--- src/rtl/fifo_wr_arbiter.sv ---
// fifo_wr_arbiter
// Round-robin arbiter that funnels NUM_REQ valid/ready requesters into the
// write port of one downstream FIFO. The winner keeps the grant for up to
// MAX_BURST accepted beats. The grant is released early when the holder
// drops valid. A full FIFO stalls the holder without releasing it.
//
// Optional build macro: FIFO_ARB_TAG_EN. When it is defined, fifo_din also
// carries grant_id above the payload bits.
//
// Ports
//   clk         in   single clock, rising edge
//   rst_        in   synchronous active-high reset
//   req_valid   in   [NUM_REQ]             requester i has a beat
//   req_data    in   [NUM_REQ*DATA_WIDTH]  requester i payload at [i*DATA_WIDTH +: DATA_WIDTH]
//   req_ready   out  [NUM_REQ]             requester i beat accepted this cycle
//   fifo_full   in   downstream FIFO full flag
//   fifo_wr_en  out  FIFO write strobe
//   fifo_din    out  [OUT_W]               FIFO write data (tag above payload when enabled)
//   grant_id    out  [ID_BITS]             registered index of grant holder
//   busy        out  high while in GRANT
//
// state   | meaning
// --------+-----------------------------------------------------------
// ST_IDLE | no grant; any valid request wins arbitration for next cycle
// ST_GRANT| grant_id owns the FIFO write port until burst end or drop
module fifo_wr_arbiter #(
   parameter  int DATA_WIDTH = 8,
   parameter  int NUM_REQ    = 4,
   parameter  int MAX_BURST  = 4,
   localparam int ID_BITS    = (NUM_REQ > 1) ? $clog2(NUM_REQ) : 1,
`ifdef FIFO_ARB_TAG_EN
   localparam int OUT_W      = DATA_WIDTH + ID_BITS,
`else
   localparam int OUT_W      = DATA_WIDTH,
`endif
   localparam int CNT_W      = $clog2(MAX_BURST) + 1
) (
   input  logic                          clk,
   input  logic                          rst_,
   input  logic [NUM_REQ-1:0]            req_valid,
   input  logic [NUM_REQ*DATA_WIDTH-1:0] req_data,
   output logic [NUM_REQ-1:0]            req_ready,
   input  logic                          fifo_full,
   output logic                          fifo_wr_en,
   output logic [OUT_W-1:0]              fifo_din,
   output logic [ID_BITS-1:0]            grant_id,
   output logic                          busy
);

   typedef enum logic {ST_IDLE, ST_GRANT} state_t;

   state_t               r_state, w_state_nxt;
   logic [ID_BITS-1:0]   r_grant_id, w_grant_nxt;
   logic [ID_BITS-1:0]   r_last_grant, w_last_nxt;
   logic [CNT_W-1:0]     r_burst_cnt, w_cnt_nxt;

   logic [ID_BITS-1:0]   w_winner;
   logic [ID_BITS-1:0]   w_idx;
   logic                 w_found;
   logic                 w_any;
   logic                 w_cur_valid;
   logic                 w_accept;
   logic                 w_last_beat;
   logic                 w_release;
   logic [DATA_WIDTH-1:0] w_data;

   assign w_any       = |req_valid;
   assign w_cur_valid = req_valid[r_grant_id];

   // Search starts one past the last grant and wraps. In GRANT,
   // last_grant equals grant_id, so the same search serves a release.
   always_comb begin
      w_winner = '0;
      w_found  = 1'b0;
      w_idx    = '0;
      for (int k = 1; k <= NUM_REQ; k++) begin
         w_idx = ID_BITS'((int'(r_last_grant) + k) % NUM_REQ);
         if (!w_found && req_valid[w_idx]) begin
            w_winner = w_idx;
            w_found  = 1'b1;
         end
      end
   end

   assign w_accept    = !rst_ && (r_state == ST_GRANT) && w_cur_valid && !fifo_full;
   assign w_last_beat = (int'(r_burst_cnt) + 1) == MAX_BURST;
   // A stalled holder (valid high, FIFO full) matches neither release term.
   assign w_release   = (r_state == ST_GRANT) && ((w_accept && w_last_beat) || !w_cur_valid);

   always_comb begin
      w_state_nxt = r_state;
      w_grant_nxt = r_grant_id;
      w_last_nxt  = r_last_grant;
      w_cnt_nxt   = r_burst_cnt;
      case (r_state)
         ST_IDLE: begin
            if (w_any) begin
               w_state_nxt = ST_GRANT;
               w_grant_nxt = w_winner;
               w_last_nxt  = w_winner;
               w_cnt_nxt   = '0;
            end
         end
         ST_GRANT: begin
            if (w_release) begin
               w_cnt_nxt = '0;
               if (w_any) begin
                  w_grant_nxt = w_winner;
                  w_last_nxt  = w_winner;
               end else begin
                  w_state_nxt = ST_IDLE;
               end
            end else if (w_accept) begin
               w_cnt_nxt = r_burst_cnt + 1'b1;
            end
         end
         default: w_state_nxt = ST_IDLE;
      endcase
   end

   always_ff @(posedge clk) begin
      if (rst_) begin
         r_state      <= ST_IDLE;
         r_grant_id   <= '0;
         r_last_grant <= ID_BITS'(NUM_REQ - 1);
         r_burst_cnt  <= '0;
      end else begin
         r_state      <= w_state_nxt;
         r_grant_id   <= w_grant_nxt;
         r_last_grant <= w_last_nxt;
         r_burst_cnt  <= w_cnt_nxt;
      end
   end

   assign w_data     = req_data[int'(r_grant_id)*DATA_WIDTH +: DATA_WIDTH];
   assign fifo_wr_en = w_accept;
   assign req_ready  = w_accept ? (NUM_REQ'(1) << r_grant_id) : '0;
   assign busy       = !rst_ && (r_state == ST_GRANT);
   assign grant_id   = r_grant_id;

`ifdef FIFO_ARB_TAG_EN
   assign fifo_din   = {r_grant_id, w_data};
`else
   assign fifo_din   = w_data;
`endif

endmodule

--- config.mk ---
export PLATFORM = sky130hd
export DESIGN_NAME = fifo_wr_arbiter
export DESIGN_NICKNAME = d
export VERILOG_FILES = /design/src/rtl/fifo_wr_arbiter.sv
export SDC_FILE = /design/constraint.sdc
export NUM_CORES = 1
export LEC_CHECK = 0
export CAP_MARGIN = 20
export CORE_AREA = 8 8 52 63
export DETAILED_ROUTE_END_ITERATION = 8
export DIE_AREA = 0 0 60 71
export HOLD_SLACK_MARGIN = 0.02
export PLACE_DENSITY = 0.78
export SYNTH_ARGS = -nofsm -noshare
export SYNTH_HDL_FRONTEND = slang
export SYNTH_SLANG_ARGS = --single-unit
export TNS_END_PERCENT = 50
--- constraint.sdc ---
create_clock -name clk -period 1.85 [get_ports clk]
set_clock_uncertainty 0.1 [all_clocks]
set_input_delay 0.37 -clock clk [delete_from_list [all_inputs] [get_ports clk]]
set_output_delay 0.37 -clock clk [all_outputs]
set_load 0.1 [all_outputs]
==> metrics.md <==
| Metric | Value |
|---|---|
| Die height | `71 um` |
| Routability cong. | `0.802` |
| H-tree levels | `1` |
| Slowest library cell on the worst path | `sky130_fd_sc_hd__dfxtp_4` |
| Share of async-settable or async-resettable flops after synthesis | `0%` |
| PortBufs | `54` |
| Total Die Area | `4260 um2` |
| Worst setup slack after layout | `-227 ps` |
| Area of the core | `2380 um2` |
| End-of-flow core utilization | `70.8%` |
| Synthesis-stage register bit count | `8` |
| Maximum clock rate | `0.481 GHz` |
| Number of rows in the core area | `20` |
| Placed Instances | `172` |
| Setup-failing EPs final | `13` |
| Clock Latency Late Sink | `260 ps` |
| Area growth from synthesis to layout | `126%` |
| Number of enable flip-flop cells after synthesis | `0` |
| Final-report max-slew violation count | `0` |
| Overall fraction of global-route tracks in use | `15.9%` |
| Cell types with the largest area share after synthesis | `sky130_fd_sc_hd__dfxtp_1, sky130_fd_sc_hd__mux4_2, sky130_fd_sc_hd__mux4_1` |
| Count of unresolved DRC violations after routing | `0` |
| Post-route setup TNS | `-2060 ps` |
| Longest Clk Path Bufs | `2` |
| Run status | `finished, violations left` |
| Worst Hold Depth | `1` |
| Starting DRC count in detailed routing | `8` |
| Via count of the first global-routing pass | `967` |
| Met1 demand-to-capacity share in global routing | `15.6%` |
| Worst Reg2Reg Path Length in Cells | `7` |
| Final Hold Violating Endpoints | `0` |
| Data arrival time of the critical path | `1610 ps` |
| Post-layout total power | `1.25 mW` |
| Failing checks | `negative setup slack` |
| Post-Layout Cell Count | `181` |
| Number of library cell types mapped by synthesis | `30` |
| Initial antenna violation count | `0` |
| TritonCTS clock tree | `built` |
| Max-slew headroom | `78.5%` |
| Cell area power density | `740 nW/um2` |
| Chain of cells forming the critical path | `mux2_4, mux2i_4, nor2b_4, and3b_2, buf_12` |
| Prevailing post-synth register cell | `sky130_fd_sc_hd__dfxtp_1` |
| Largest net degree at the start of global routing | `14` |
| RSZ-0062 raised after global routing | `true` |
| Relative contribution of sequential cells to total power | `16.6%` |
| Highest net fanout along the worst path | `5` |
| Post-route fraction of the period consumed by the critical path | `112%` |
| Portion of total power attributed to the clock network | `11.8%` |
| Post-detailed-route via-to-cell ratio | `5.02` |
| Count of clock tree sinks | `8` |
| CP Launch Point | `grant_id[0]` |
| HP Start | `r_burst_cnt[0]` |
| P_leak | `0.695 nW` |
| Final wirelength | `3320 um` |
| Layout cell share with drive strength beyond 1 | `42.6%` |
| N_diodes | `0` |
| Inserted Clock Buffers | `3` |
| Critical Path Sink Type | `primary output` |
| Clock slew at reported path FFs | `60 ps` |
| Internal power contribution | `0.668 mW` |
| Met3 layer usage reported by global route | `5.26%` |
| Startpoint-to-endpoint class of the critical path | `register to primary output` |
| Met2 track demand over resource in global routing | `28.7%` |
| Drt first pass iters | `4` |
| Via count | `909` |
| Count of mapped cells out of synthesis | `74` |
| Clock period minus worst slack | `2080 ps` |
| Post-cts hold buffer count | `0` |
| Sequential cell area fraction in the yosys report | `21.5%` |
| Layout filler cell count | `183` |
| Max stage delay on crit path | `380 ps` |
| Share of total power consumed by net switching | `46.4%` |
| Final layout net count | `189` |
| Reported max-cap violation count | `0` |
| Final antenna-violating net count | `0` |
| Starting density of the core | `31.4%` |
| DIE WIDTH | `60 um` |
| Global-route wire length before repair | `5130 um` |
| Startpoint of the lowest-slack register-to-register path | `grant_id[0]` |
| Post-Synthesis Net Count | `114` |
| Comb pwr share | `71.6%` |
| Cell with the most instances after synthesis | `sky130_fd_sc_hd__nor2_1` |
| I/O pin total | `55` |
| Worst VDD drop | `0.428 mV` |
| Global route hottest layer | `met2` |
| Hold crit path type | `register to register` |
| Worst endpoint required time | `1380 ps` |
| Clock root buffer | `sky130_fd_sc_hd__clkbuf_4` |
| Yosys top cell by area | `sky130_fd_sc_hd__dfxtp_1` |
| Total standard cell area after synthesis | `746 um2` |
| Transition at the pin with the smallest max-transition slack | `321 ps` |
| Yosys warning count | `0` |
| Final HPWL from detailed placement | `2870 um` |
| Synthesized area per cell | `10.1 um2` |
| Routed wire per std cell | `18.3 um` |
| Category of the worst setup path launch point | `register` |
| Cell types with the highest counts after synthesis | `sky130_fd_sc_hd__nor2_1, sky130_fd_sc_hd__dfxtp_1, sky130_fd_sc_hd__mux4_2, sky130_fd_sc_hd__nor2b_1` |
| Fraction of post-synthesis cell area in the top cell type by area | `21.5%` |
| Worst hold margin | `388 ps` |
| Overflow after GRT | `0` |
| Net switching power of the design | `0.577 mW` |
-- area by class of cell --
| cell class | instances | area, um2 | share of cell area, % |
|---|---|---|---|
| repair buffers | 75 | 853 | 50.7 |
| multi-input cells | 57 | 579 | 34.4 |
| flip-flops and latches | 8 | 168 | 9.96 |
| well taps | 33 | 41.3 | 2.45 |
| clock buffers | 4 | 26.3 | 1.56 |
| inverters | 4 | 15.0 | 0.892 |
-- placed cells by master, fill, tap and decap left out, types with 2 or more instances in the layout --
| master | n |
|---|---|
| sky130_fd_sc_hd__buf_4 | 20 |
| sky130_fd_sc_hd__clkbuf_4 | 3 |
| sky130_fd_sc_hd__nor2b_1 | 4 |
| sky130_fd_sc_hd__clkdlybuf4s50_1 | 31 |
| sky130_fd_sc_hd__dlygate4sd2_1 | 7 |
| sky130_fd_sc_hd__a21oi_1 | 4 |
| sky130_fd_sc_hd__nor3_1 | 2 |
| sky130_fd_sc_hd__nand2b_1 | 2 |
| sky130_fd_sc_hd__nand2_1 | 3 |
| sky130_fd_sc_hd__mux4_2 | 8 |
| sky130_fd_sc_hd__dfxtp_1 | 6 |
| sky130_fd_sc_hd__dfxtp_4 | 2 |
| sky130_fd_sc_hd__buf_12 | 16 |
| sky130_fd_sc_hd__o21ai_0 | 3 |
| sky130_fd_sc_hd__mux2_4 | 2 |
| sky130_fd_sc_hd__a211oi_1 | 2 |
| sky130_fd_sc_hd__inv_1 | 4 |
| sky130_fd_sc_hd__nor2_1 | 8 |
| sky130_fd_sc_hd__nor3b_4 | 2 |
-- critical path: cells and delay by family (launching register included) --
kind,cells,cell delay [ps]
muxes,2,510
DFF,1,380
and+or+nand+nor,2,290
buffers and inverters,1,160
-- sequential cells by signal (all words and copies together), names as in the netlist --
name / cells
r_state: 1
grant_id: 2
r_burst_cnt: 3
r_last_grant: 2
-- what timing repair did --
action | CTS | global route
endpoints found under the setup margin | 15 | 13
pin swaps | 3 | 1
resized for setup | 14 | 2
setup buffers | 6 | 1
-- logic make-up (layout without fill, tap and decap cells) --
group | Yosys count | count (layout) | share of synthesized area [%]
AOI/OAI and AO/OA | 14 | 14 | 14.6
muxes | 12 | 12 | 32.4
adders and majority gates | 1 | 1 | 1.68
buffers and inverters | 9 | 83 | 6.88
DFF | 8 | 8 | 21.5
and+or+nand+nor | 30 | 30 | 23.0
-- power by group through the flow --
stage               clock network [mW]  logic [mW]  registers (mW)
detailed placement                   0       0.871           0.210
global placement                     0       0.853           0.209
finish                           0.147       0.892           0.206
floorplan                            0       0.484           0.245
CTS                              0.154       0.899           0.207
global route                     0.160       0.925           0.208
-- stage by stage --
stage | cell area (um2) | setup slack, ps
6_report | 1680 | -227
5_1_grt | 1680 | -265
4_1_cts | 1680 | -241
3_5_place_dp | 1620 | -435
3_3_place_gp | 1620 | -385
2_1_floorplan | 798 | -1060
-- metal layers --
layer / part of all wire [%] / wire [um] / vias to the layer above
met5: 0 / 0 / -
met1: 36 / 1200 / 439
met2: 53 / 1750 / 38
li1: - / - / 424
met3: 8.6 / 284 / 8
met4: 2.3 / 77 / 0
-- path summary, 6_finish.rpt --
path / endpoint / slack [ps]
setup / recovery: req_ready[1] / -230
hold reg to reg: r_burst_cnt[0] / 390
setup reg to reg: r_burst_cnt[2] / 120
hold / removal: r_burst_cnt[0] / 390
(Power assumes the default switching activity.)
==> RTL edit: new RTL, config.mk and constraints unchanged <==
Change the parameter `MAX_BURST` from 4 to 2.
--- a/src/rtl/fifo_wr_arbiter.sv
+++ b/src/rtl/fifo_wr_arbiter.sv
@@ -27,5 +27,5 @@
    parameter  int DATA_WIDTH = 8,
    parameter  int NUM_REQ    = 4,
-   parameter  int MAX_BURST  = 4,
+   parameter  int MAX_BURST  = 2,
    localparam int ID_BITS    = (NUM_REQ > 1) ? $clog2(NUM_REQ) : 1,
 `ifdef FIFO_ARB_TAG_EN
Formal check against the unedited RTL: not equivalent (Yosys sat finds a counterexample within 4 cycles, from zero or initial values and one cycle with rst_ high).
==> RTL edit against the original RTL <==
The flow still finishes with violations (setup timing). First-iteration DRC count rose by 100%. Design area is 1.6% lower. Wire length up 1.2%. Via count is 0.99% lower. Die area stayed put. Maximum frequency fell by 5.0%. Area after synthesis shrank 14%. Global-route usage decreased by 1.4 points. Power down 4.7%. Worst setup slack got worse by 0.11 ns. Sequential cell count is 1 lower. Clock power down 6%. Critical path depth unchanged.
==> RTL edit: results (changes against the original RTL) <==
<table>
<tr><th>Metric</th><th>Value</th></tr>
<tr><th colspan="2">Status</th></tr>
<tr><td>Violated checks</td><td>setup timing</td></tr>
<tr><td>Run status</td><td>finished with violations</td></tr>
<tr><th colspan="2">Cells and area</th></tr>
<tr><td>Layout cell share with drive strength beyond 1</td><td>45.77% (+3.2 points)</td></tr>
<tr><td>Clk cell area share</td><td>1.662% (+0.10 points)</td></tr>
<tr><td>Buffers outside the clock class</td><td>73 (-2.7%)</td></tr>
<tr><td>Register fraction of the total cell area</td><td>8.988% (-0.97 points)</td></tr>
<tr><td>Fillers</td><td>155 (-15%)</td></tr>
<tr><td>Number of nets in the finished design</td><td>183 (-3.2%)</td></tr>
<tr><td>Proportion of cell area occupied by multi-input gates</td><td>32.10% (-2.3 points)</td></tr>
<tr><th colspan="2">Global route</th></tr>
<tr><td>Met3 track utilization from global routing</td><td>6.897% (+1.6 points)</td></tr>
<tr><td>Total GRT Usage</td><td>14.52% (-1.4 points)</td></tr>
<tr><td>Met2 usage in global routing</td><td>25.36% (-3.4 points)</td></tr>
<tr><th colspan="2">Timing</th></tr>
<tr><td>Post-Route Hold Slack</td><td>0.3693 ns (-0.01874 ns)</td></tr>
<tr><td>Final worst setup slack</td><td>-0.3360 ns (-0.1085 ns)</td></tr>
<tr><td>Setup total negative slack</td><td>-2.571 ns (-0.5099 ns)</td></tr>
<tr><td>Worst slew pin tran</td><td>0.4722 ns (+0.1515 ns)</td></tr>
<tr><td>Number of failing setup endpoints in the final timing report</td><td>13 (unchanged)</td></tr>
<tr><th colspan="2">Routing</th></tr>
<tr><td>Final wirelength</td><td>3358 microns (+1.2%)</td></tr>
<tr><td>Detailed-routing wirelength on met1</td><td>1192 microns (-0.91%)</td></tr>
<tr><td>Length of routed met2 wiring</td><td>1626 microns (-7.3%)</td></tr>
<tr><td>Via Count</td><td>900 (-0.99%)</td></tr>
<tr><th colspan="2">Worst setup path</th></tr>
<tr><td>Cell depth of the worst flop-to-flop path</td><td>6 (-1)</td></tr>
<tr><td>Max FO, Critical Path</td><td>3 (-2)</td></tr>
<tr><th colspan="2">Synthesis</th></tr>
<tr><td>Cells taking the most area after synthesis</td><td>mux4_2 (31%), dfxtp_1 (22%), nor2_1 (5.2%), nand2_1 (3.5%), a21oi_1 (3.1%)</td></tr>
<tr><th colspan="2">Placement</th></tr>
<tr><td>Global placer's final weighted congestion</td><td>0.7681 (-4.3%)</td></tr>
<tr><td>Placed cell count</td><td>165 (-4.1%)</td></tr>
<tr><td>DPL Wire Length</td><td>2604 microns (-9.2%)</td></tr>
</table>
## RTL edit: cell count changes after synthesis, sizes merged, moves of 3 or more
| cell | change |
|---|---|
| nor2b | -4 |
| buf | -3 |
| clkbuf | +3 |
| nand2 | +3 |
| o21ai | -3 |
## RTL edit: power groups by stage
stage               sequential (mW)  combinational (mW)  clock, mW
finish                        0.187               0.862      0.138
global route                  0.188               0.893      0.153
CTS                           0.184               0.842      0.149
floorplan                     0.224               0.447          0
global placement              0.185               0.800          0
detailed placement            0.186               0.814          0
## RTL edit: cells by family (layout without fill, tap and decap cells)
logic type,count (synthesis),in the layout,synth area share (%)
AND/OR/NAND/NOR,28,28,21.55
multiplexers,10,10,33.20
flip-flops,7,7,21.75
buffers and inverters,10,82,6.018
AO/OA/AOI/OAI,14,14,15.54
adder cells (fa/ha/maj),1,1,1.941
## RTL edit: repair_timing
item	CTS	global route
resized for setup	7	6
setup buffers	2	3
endpoints found under the setup margin	18	17
cloned	1	0
pin swaps	2	1
endpoints found under the hold margin	0	0
